## config.mk

```make
export PLATFORM = sky130hd
export DESIGN_NAME = irq_encoder_8to3
export DESIGN_NICKNAME = d
export VERILOG_FILES = /design/src/rtl/irq_encoder_8to3.sv
export SDC_FILE = /design/constraint.sdc
export NUM_CORES = 1
export LEC_CHECK = 0
export ABC_AREA = 1
export ABC_CLOCK_PERIOD_IN_PS = 1380
export BUFFER_PORTS_ARGS = -buffer_cell sky130_fd_sc_hd__buf_2
export CORE_ASPECT_RATIO = 1.2
export CORE_MARGIN = 3
export CORE_UTILIZATION = 52
export CTS_BUF_LIST = sky130_fd_sc_hd__clkbuf_4 sky130_fd_sc_hd__clkbuf_8
export DETAILED_ROUTE_END_ITERATION = 8
export PLACE_DENSITY_LB_ADDON = 0.2
export SETUP_SLACK_MARGIN = 0.2
export SLEW_MARGIN = 20
export SYNTH_ARGS = -nofsm -noshare
export SYNTH_HDL_FRONTEND = slang
export SYNTH_SLANG_ARGS = --single-unit
```

## constraint.sdc

```tcl
create_clock -name clk -period 1.38 [get_ports clk]
set_input_delay 0.276 -clock clk [delete_from_list [all_inputs] [get_ports clk]]
set_output_delay 0.276 -clock clk [all_outputs]
set_load 0.01 [all_outputs]
```

## src/rtl/irq_encoder_8to3.sv

```systemverilog
// irq_encoder_8to3: registered 8-to-3 priority request encoder with valid/ack handshake.
//   clk, rst_n : clock, asynchronous active-low reset
//   G          : active-low present enable (sampled in IDLE only)
//   req_n[7:0] : active-low asynchronous requests, req_n[7] is code 0
//   ack        : consumer accepts the presented code while valid
//   C, B, A    : registered code, C is the MSB
//   valid      : code is presented and awaiting ack
//   any_n      : registered, low while any request is pending
//   pend[7:0]  : pending requests, same bit order as req_n
//   ovf        : sticky, an edge arrived on an already pending line
module irq_encoder_8to3 #(
   parameter int SYNC_STAGES = 2
) (
   input  logic       clk,
   input  logic       rst_n,
   input  logic       G,
   input  logic [7:0] req_n,
   input  logic       ack,
   output logic       C,
   output logic       B,
   output logic       A,
   output logic       valid,
   output logic       any_n,
   output logic [7:0] pend,
   output logic       ovf
);
   typedef enum logic {IDLE, PRESENT} state_t;
   localparam logic [2:0] ARM = 3'(SYNC_STAGES + 1);
   state_t state_q, state_d;
   logic [SYNC_STAGES-1:0][7:0] sync_q;
   logic [7:0] prev_q, pend_q, pend_d, fell, clr;
   logic [2:0] code_q, code_d, top_code, flush_q;
   logic       ovf_q, ovf_d, any_n_q, armed;
   // Synchronizer and prev flops reset high so the lines read idle after reset.
   always_ff @(posedge clk or negedge rst_n)
      if (!rst_n) begin
         sync_q <= '1;
         prev_q <= '1;
      end else begin
         sync_q <= {sync_q[SYNC_STAGES-2:0], req_n};
         prev_q <= sync_q[SYNC_STAGES-1];
      end
   // Edges stay masked until the post-reset idle-high values have flushed
   // through sync and prev, so a line held low across reset does not re-fire.
   always_ff @(posedge clk or negedge rst_n)
      if (!rst_n) flush_q <= '0;
      else        flush_q <= armed ? flush_q : flush_q + 3'd1;
   assign armed = flush_q == ARM;
   assign fell  = armed ? (~sync_q[SYNC_STAGES-1] & prev_q) : '0;
   assign clr   = (state_q == PRESENT && ack) ? (8'h80 >> code_q) : '0;
   // Set wins over clear on the same bit.
   assign pend_d = (pend_q & ~clr) | fell;
   assign ovf_d  = ovf_q | (|(fell & pend_q & ~clr));
   // Highest index wins, which is the lowest code.
   always_comb begin
      top_code = '0;
      for (int i = 0; i < 8; i++)
         if (pend_q[i]) top_code = 3'(7 - i);
   end
   always_comb begin
      state_d = state_q;
      code_d  = code_q;
      if (state_q == IDLE) begin
         state_d = (!G && |pend_q) ? PRESENT : IDLE;
         code_d  = (!G && |pend_q) ? top_code : code_q;
      end else begin
         state_d = ack ? IDLE : PRESENT;
      end
   end
   always_ff @(posedge clk or negedge rst_n)
      if (!rst_n) begin
         state_q <= IDLE;
         code_q  <= '0;
         pend_q  <= '0;
         ovf_q   <= 1'b0;
         any_n_q <= 1'b1;
      end else begin
         state_q <= state_d;
         code_q  <= code_d;
         pend_q  <= pend_d;
         ovf_q   <= ovf_d;
         any_n_q <= ~|pend_q;
      end
   assign {C, B, A} = code_q;
   assign valid     = state_q == PRESENT;
   assign any_n     = any_n_q;
   assign pend      = pend_q;
   assign ovf       = ovf_q;
endmodule

```

==> impl_metrics.toml, run 1 <==
[run_status]
outcome = "finished with violations"
violations = "negative setup slack"

[synth]
muxShareOfSynthArea_pct = 0.6886
synthSimpleGateAreaFrac_pct = 24.10
synthFlopType = "dfstp_2"
synth_seq_cells = 41
synth_edf_count = 0
syn_inst = 156
syn_area_per_cell_um2 = 10.48
synth_area_um2 = 1635
async_flop_share_pct = 100.0
yosys_warnings = 0
syn_nets = 170
synth_top_family_by_area = "simple AND/OR/NAND/NOR gates"
synth_fa_ha_area_share_pct = 1.530
synth_xor_area_share_pct = 0.5356
synth_compound_area_share_pct = 2.984
synthDistinctLibCells = 21
ys_seq_area_share_pct = 64.65

[sta]
period_minus_slack_ns = 1.442
fin_crit_sh_pct = 104.5
max_clock_freq_mhz = 693.4
drv_slew = 0
setup_tns_ns = -0.1368
rsz0062_at_grt = "yes"
tightest_slew_ns = 0.3385
slew_headroom_pct = 77.43
setup_viol = 3
finalWorstSetupSlack_ns = -0.06216
finalClockSkew_ns = 0.007212
hold_viol_final = 0

[final_layout]
area_growth_pct = 40.24
nFillCells = 183
fin_util_pct = 79.35
regArea_um2 = 1060
nets = 237
drive_above_1_share_pct = 50.00
multi_input_area_um2 = 539.3
diodes = 0

[setup_path]
reg2reg_depth = 9
cp.arrival_ns = 1.69
slowest_stage = "dfrtp_1"
worstSetupPathDepth = 9
start_kind = "flop"
path_max_fanout = 8
max_stage_delay_ns = 0.42
path_delay_family = "flip-flops"
crit_type = "reg -> reg"
end_kind = "flop"
cp_data_required_time_ns = 1.63
crit_chain = "ha_2, ha_4, buf_6, nand3_4, nor2_1, nand2_1, nand2_1, nor2_1, nand3_1"
worst-path-buf-inv = 1

[power_and_ir_drop]
p_clk_share_pct = 29.4
swShare_pct = 25.87
powerDensity_nw_per_um2 = 1145
power.share.sequential_pct = 52.7
p_int_mw = 1.946
switchingPower_uw = 679.3
worst_ir_drop_vdd_uv = 911.6
p_leak_nw = 1.119
power_frac_comb_pct = 17.9

[floorplanning]
initial_core_util_pct = 56.58
ioPinCount = 26
die_area_um2 = 3856
die_h_um = 67.43
row_count = 21
coreArea_um2 = 2890
die_w_um = 57.19

[clock_network]
clkSlewWorstSetupHoldPaths_ns = 0.11
cts_buffers = 5
clock-sinks = 41
cts_buffer_depth = 2
ctsRootBufferMaster = "clkbuf_4"
htree_levels = 2
cts_tree = "built"
clk_latency_ns = 0.35

[routing]
drt_iter0_markers = 31
vias_per_cell = 5.058
routed_wl_mm = 3.529
first_pass_iters = 4
wire_per_inst_um = 13.68
drc = 0
vias = 1305
final_antenna_net_count = 0

[hold_path]
hold_path_depth = 2
hp-class = "in -> reg"

[grt]
grt_pass1_vias = 1279
grt_pass1_wl_mm = 5.326
antenna_found_initial = 0
grtUsageTotal_pct = 18.68
grt_max_degree = 30
gr-total-overflow = 0

[placement]
dpl.hpwl_mm = 2.069
port_buffers = 25
place_congestion = 0.8965

[run]
maxCapViolations = 0
-- metrics by stage --
step           instance area, µm²  hold WS [ns]  instances  power, mW  setup slack, ns
6_report                     2293        0.1132        258      2.626         -0.06216
3_3_place_gp                 1827        0.1883        215      1.699          0.07674
4_1_cts                      2092     0.0004482        242      2.589        -0.001473
5_1_grt                      2293       0.08814        258      2.772          -0.1632
2_1_floorplan                1650      -0.01959        156      1.574          0.07194
3_5_place_dp                 1827        0.1959        215      1.715          0.01382
-- power by group through the flow --
| stage | combinational (mW) | sequential [mW] | clock [mW] |
|---|---|---|---|
| after floorplan | 0.155 | 1.42 | 0 |
| after global placement | 0.292 | 1.41 | 0 |
| after detailed placement | 0.301 | 1.41 | 0 |
| after CTS | 0.416 | 1.38 | 0.791 |
| after global routing | 0.520 | 1.39 | 0.858 |
| final | 0.469 | 1.38 | 0.773 |
-- cells by family (layout without fill, tap and decap cells) --
logic type	count (synthesis)	count (layout)
fa+ha+maj	2	2
simple gates	82	82
flops	41	41
xor+xnor	1	1
buf+inv	22	90
mux	1	1
compound gates	7	7
-- worst register-to-register path, stage by stage (launching register included) --
cell and delay (ns):
dfrtp_1 0.42, ha_2 0.21, ha_4 0.19, buf_6 0.14, nand3_4 0.07, nor2_1 0.04, nand2_1 0.06, nand2_1 0.06
nor2_1 0.08, nand3_1 0.06
-- sequential cells by signal (all words and copies together) (netlist names) --
register	cells
pend	8
sync_q	16
flush_q	3
code_q	3
valid	1
ovf	1
any_n	1
prev_q	8
-- final timing paths --
check	startpoint	to	slack, ns
hold reg to reg	sync_q[4]	sync_q[12]	0.36
min in group asynchronous	rst_n	ovf	0.34
setup reg to reg	flush_q[0]	ovf	-0.06
hold / removal	ack	valid	0.11
max in group asynchronous	rst_n	sync_q[13]	0.51
setup / recovery	flush_q[0]	ovf	-0.06
-- layer usage --
layer | vias to the layer above | track usage, % | part of all wire (%)
met4 | 0 | 13.04 | 5.2
met3 | 23 | 4.207 | 4.6
met2 | 56 | 34.43 | 54
met5 | - | 0 | 0
met1 | 617 | 18.43 | 36
li1 | 609 | - | -
-- cells in the mapped netlist, types with 3 or more instances --
| library cell | number | area [µm²] |
|---|---|---|
| nand2_1 | 46 | 172.7 |
| nor2_2 | 4 | 25.02 |
| dfrtp_1 | 16 | 400.4 |
| o21ai_0 | 3 | 15.01 |
| dfstp_2 | 25 | 656.9 |
| nand3_1 | 7 | 35.03 |
| nor2_1 | 16 | 60.06 |
| inv_1 | 20 | 75.07 |
-- cell usage in the layout (no fill, tap or decap), types with 9 or more instances in the layout --
master / count
dfrtp_1: 14
nor2_1: 16
nand2_1: 43
buf_6: 10
buf_2: 20
inv_1: 19
buf_4: 20
dlygate4sd3_1: 9
dfstp_2: 25
-- area by class of cell --
cell class                      count  share of cell area, %
Multi-Input combinational cell     93                  23.51
Tap cell                           34                  1.855
Sequential cell                    41                  46.21
Clock buffer                        6                  1.964
Inverter                           21                  3.437
Clock inverter                      2                  1.528
Timing Repair Buffer               61                  21.49
-- repair_timing --
item | 4_1_cts | 5_1_grt
pin swaps | 4 | 4
hold endpoints to repair | 10 | 8
gates resized for setup | 10 | 14
hold buffers | 1 | 8
setup endpoints to repair | 17 | 26
setup buffers | 18 | 8
Note: power is estimated with default switching activity, not from simulation.
==> run 2: changes to the inputs <==
ABC_CLOCK_PERIOD_IN_PS = unset   (was 1380)
MAX_ROUTING_LAYER = met4   (was unset)
==> run 2 against run 1 <==
The flow still finishes with violations (negative setup slack). Sequential share of layout area stayed put. Largest cell class unchanged. Largest power group unchanged. Clock power about the same. Highest routed layer unchanged. Setup slack lost 0.0058 ns.
==> impl_metrics.toml, run 2 (synthesis gave the netlist of run 1 again) <==
[power_and_ir_drop]
powerDensity_nw_per_um2 = 1145
finalPower_mw = 2.625
worst_ir_drop_vdd_uv = 910.9
p_leak_nw = 1.119

[sta]
drv_slew = 0
hold_viol_final = 0
setup_viol = 3
max_clock_freq_mhz = 690.6
finalClockSkew_ns = 0.007191
rsz0062_at_grt = "yes"
period_minus_slack_ns = 1.448
fin_crit_sh_pct = 104.9
holdWs_ns = 0.1147
slew_headroom_pct = 77.37
finalWorstSetupSlack_ns = -0.06800
tightest_slew_ns = 0.3395

[clock_network]
cts_tree = "built"
clock-sinks = 41
clkSlewWorstSetupHoldPaths_ns = 0.11
clk_latency_ns = 0.35
ctsRootBufferMaster = "clkbuf_4"
cts_buffer_depth = 2
htree_levels = 2
cts_buffers = 5

[floorplanning]
die_area_um2 = 3856
die_h_um = 67.43
die_w_um = 57.19
row_count = 21
initial_core_util_pct = 56.58
coreArea_um2 = 2890
ioPinCount = 26

[final_layout]
final_cell_mix = "nand2_1, dfstp_2, buf_2, buf_4, inv_1"
top_register = "sync_q"
area_growth_pct = 40.24
nets = 237
final_common_cell = "nand2_1"
largest_register_ffs = 16
diodes = 0
nFillCells = 183
fin_cells = 258
drive_above_1_share_pct = 50.00
fin_util_pct = 79.35
fin_area_um2 = 2293

[run_status]
outcome = "finished with violations"
violations = "negative setup slack"

[routing]
routed_wl_mm = 3.538
wire_per_inst_um = 13.71
first_pass_iters = 4
top_layer_used = "met4"
wl_met1_mm = 1.269
route.met3.wl_um = 184
drc = 0
vias_per_cell = 5.008
final_antenna_net_count = 0
wl_met2_mm = 1.937
drt_iter0_markers = 27
vias = 1292

[placement]
dpl.hpwl_mm = 2.069
place_inst = 215
place_congestion = 0.9117
port_buffers = 25
place_area_um2 = 1827

[setup_path]
crit_top_cell = "buf_6"
max_stage_delay_ns = 0.42
path_max_fanout = 8
crit_type = "reg -> reg"
end_kind = "flop"
cp.arrival_ns = 1.68
worst-path-buf-inv = 3
cp_data_required_time_ns = 1.61
crit_chain = "ha_2, ha_4, buf_6, buf_4, buf_6, nand3_2, o21ai_1"
path_delay_family = "flip-flops"
slowest_stage = "dfrtp_1"
start_kind = "flop"

[run]
maxCapViolations = 0

[grt]
grtUsageTotal_pct = 19.36
antenna_found_initial = 0
grt_max_degree = 30
grt_pass1_wl_mm = 5.340
grt_pass1_vias = 1281
gr-total-overflow = 0

[hold_path]
hp-class = "in -> reg"
## run 2: cell counts in the layout (fill, tap and decap cells not counted)
Identical to the previous run, type by type.
## run 2: where the power goes
| group | total (mW) | internal [mW] | leakage [nW] | switching, mW |
|---|---|---|---|---|
| sequential | 1.38 | 1.31 | 0.425 | 0.0700 |
| clock | 0.772 | 0.399 | 0.0456 | 0.373 |
| combinational | 0.469 | 0.233 | 0.648 | 0.236 |
| total | 2.63 | 1.95 | 1.12 | 0.679 |
## run 2: final cells by class
type	count	area (µm²)	share of cell area [%]
Clock inverter	2	35.03	1.528
Multi-Input combinational cell	93	539.3	23.51
Timing Repair Buffer	61	493.0	21.49
Inverter	21	78.83	3.437
Sequential cell	41	1060	46.21
Tap cell	34	42.54	1.855
Clock buffer	6	45.04	1.964
## run 2: final timing paths
path,start,end,slack (ns),depth (start not counted)
max reg2reg,flush_q[0],pend[1],-0.07,7
max,flush_q[0],pend[1],-0.07,7
min,ack,valid,0.11,2
max in group asynchronous,rst_n,sync_q[13],0.51,3
min in group asynchronous,rst_n,ovf,0.34,2
min reg2reg,sync_q[4],sync_q[12],0.36,0
## run 2: layer usage
layer	up-vias	track usage, %
met5	-	-
met4	0	11.30
met3	19	5.927
met2	51	34.43
met1	613	18.43
li1	609	-
## run 2: through the flow
| stage | worst slack, ns | setup TNS [ns] |
|---|---|---|
| global route | -0.1632 | -0.3677 |
| finish | -0.06800 | -0.1471 |
| global placement | 0.07674 | 0 |
| floorplan | 0.07194 | 0 |
| CTS | -0.001473 | -0.001473 |
| detailed placement | 0.01382 | 0 |
## run 2: worst register-to-register path: cells and delay by family, from the launching register on
kind	cells	cell delay, ns
fa+ha+maj	2	0.40
flops	1	0.42
buf+inv	3	0.38
compound gates	1	0.08
simple gates	1	0.06
## run 2: timing repair
item / in CTS / in global routing
pin swaps: 4 / 4
resized for setup: 10 / 14
gates cloned: 0 / 0
endpoints found under the setup margin: 17 / 26
hold buffers: 1 / 8
buffers inserted: 18 / 8
endpoints found under the hold margin: 10 / 8
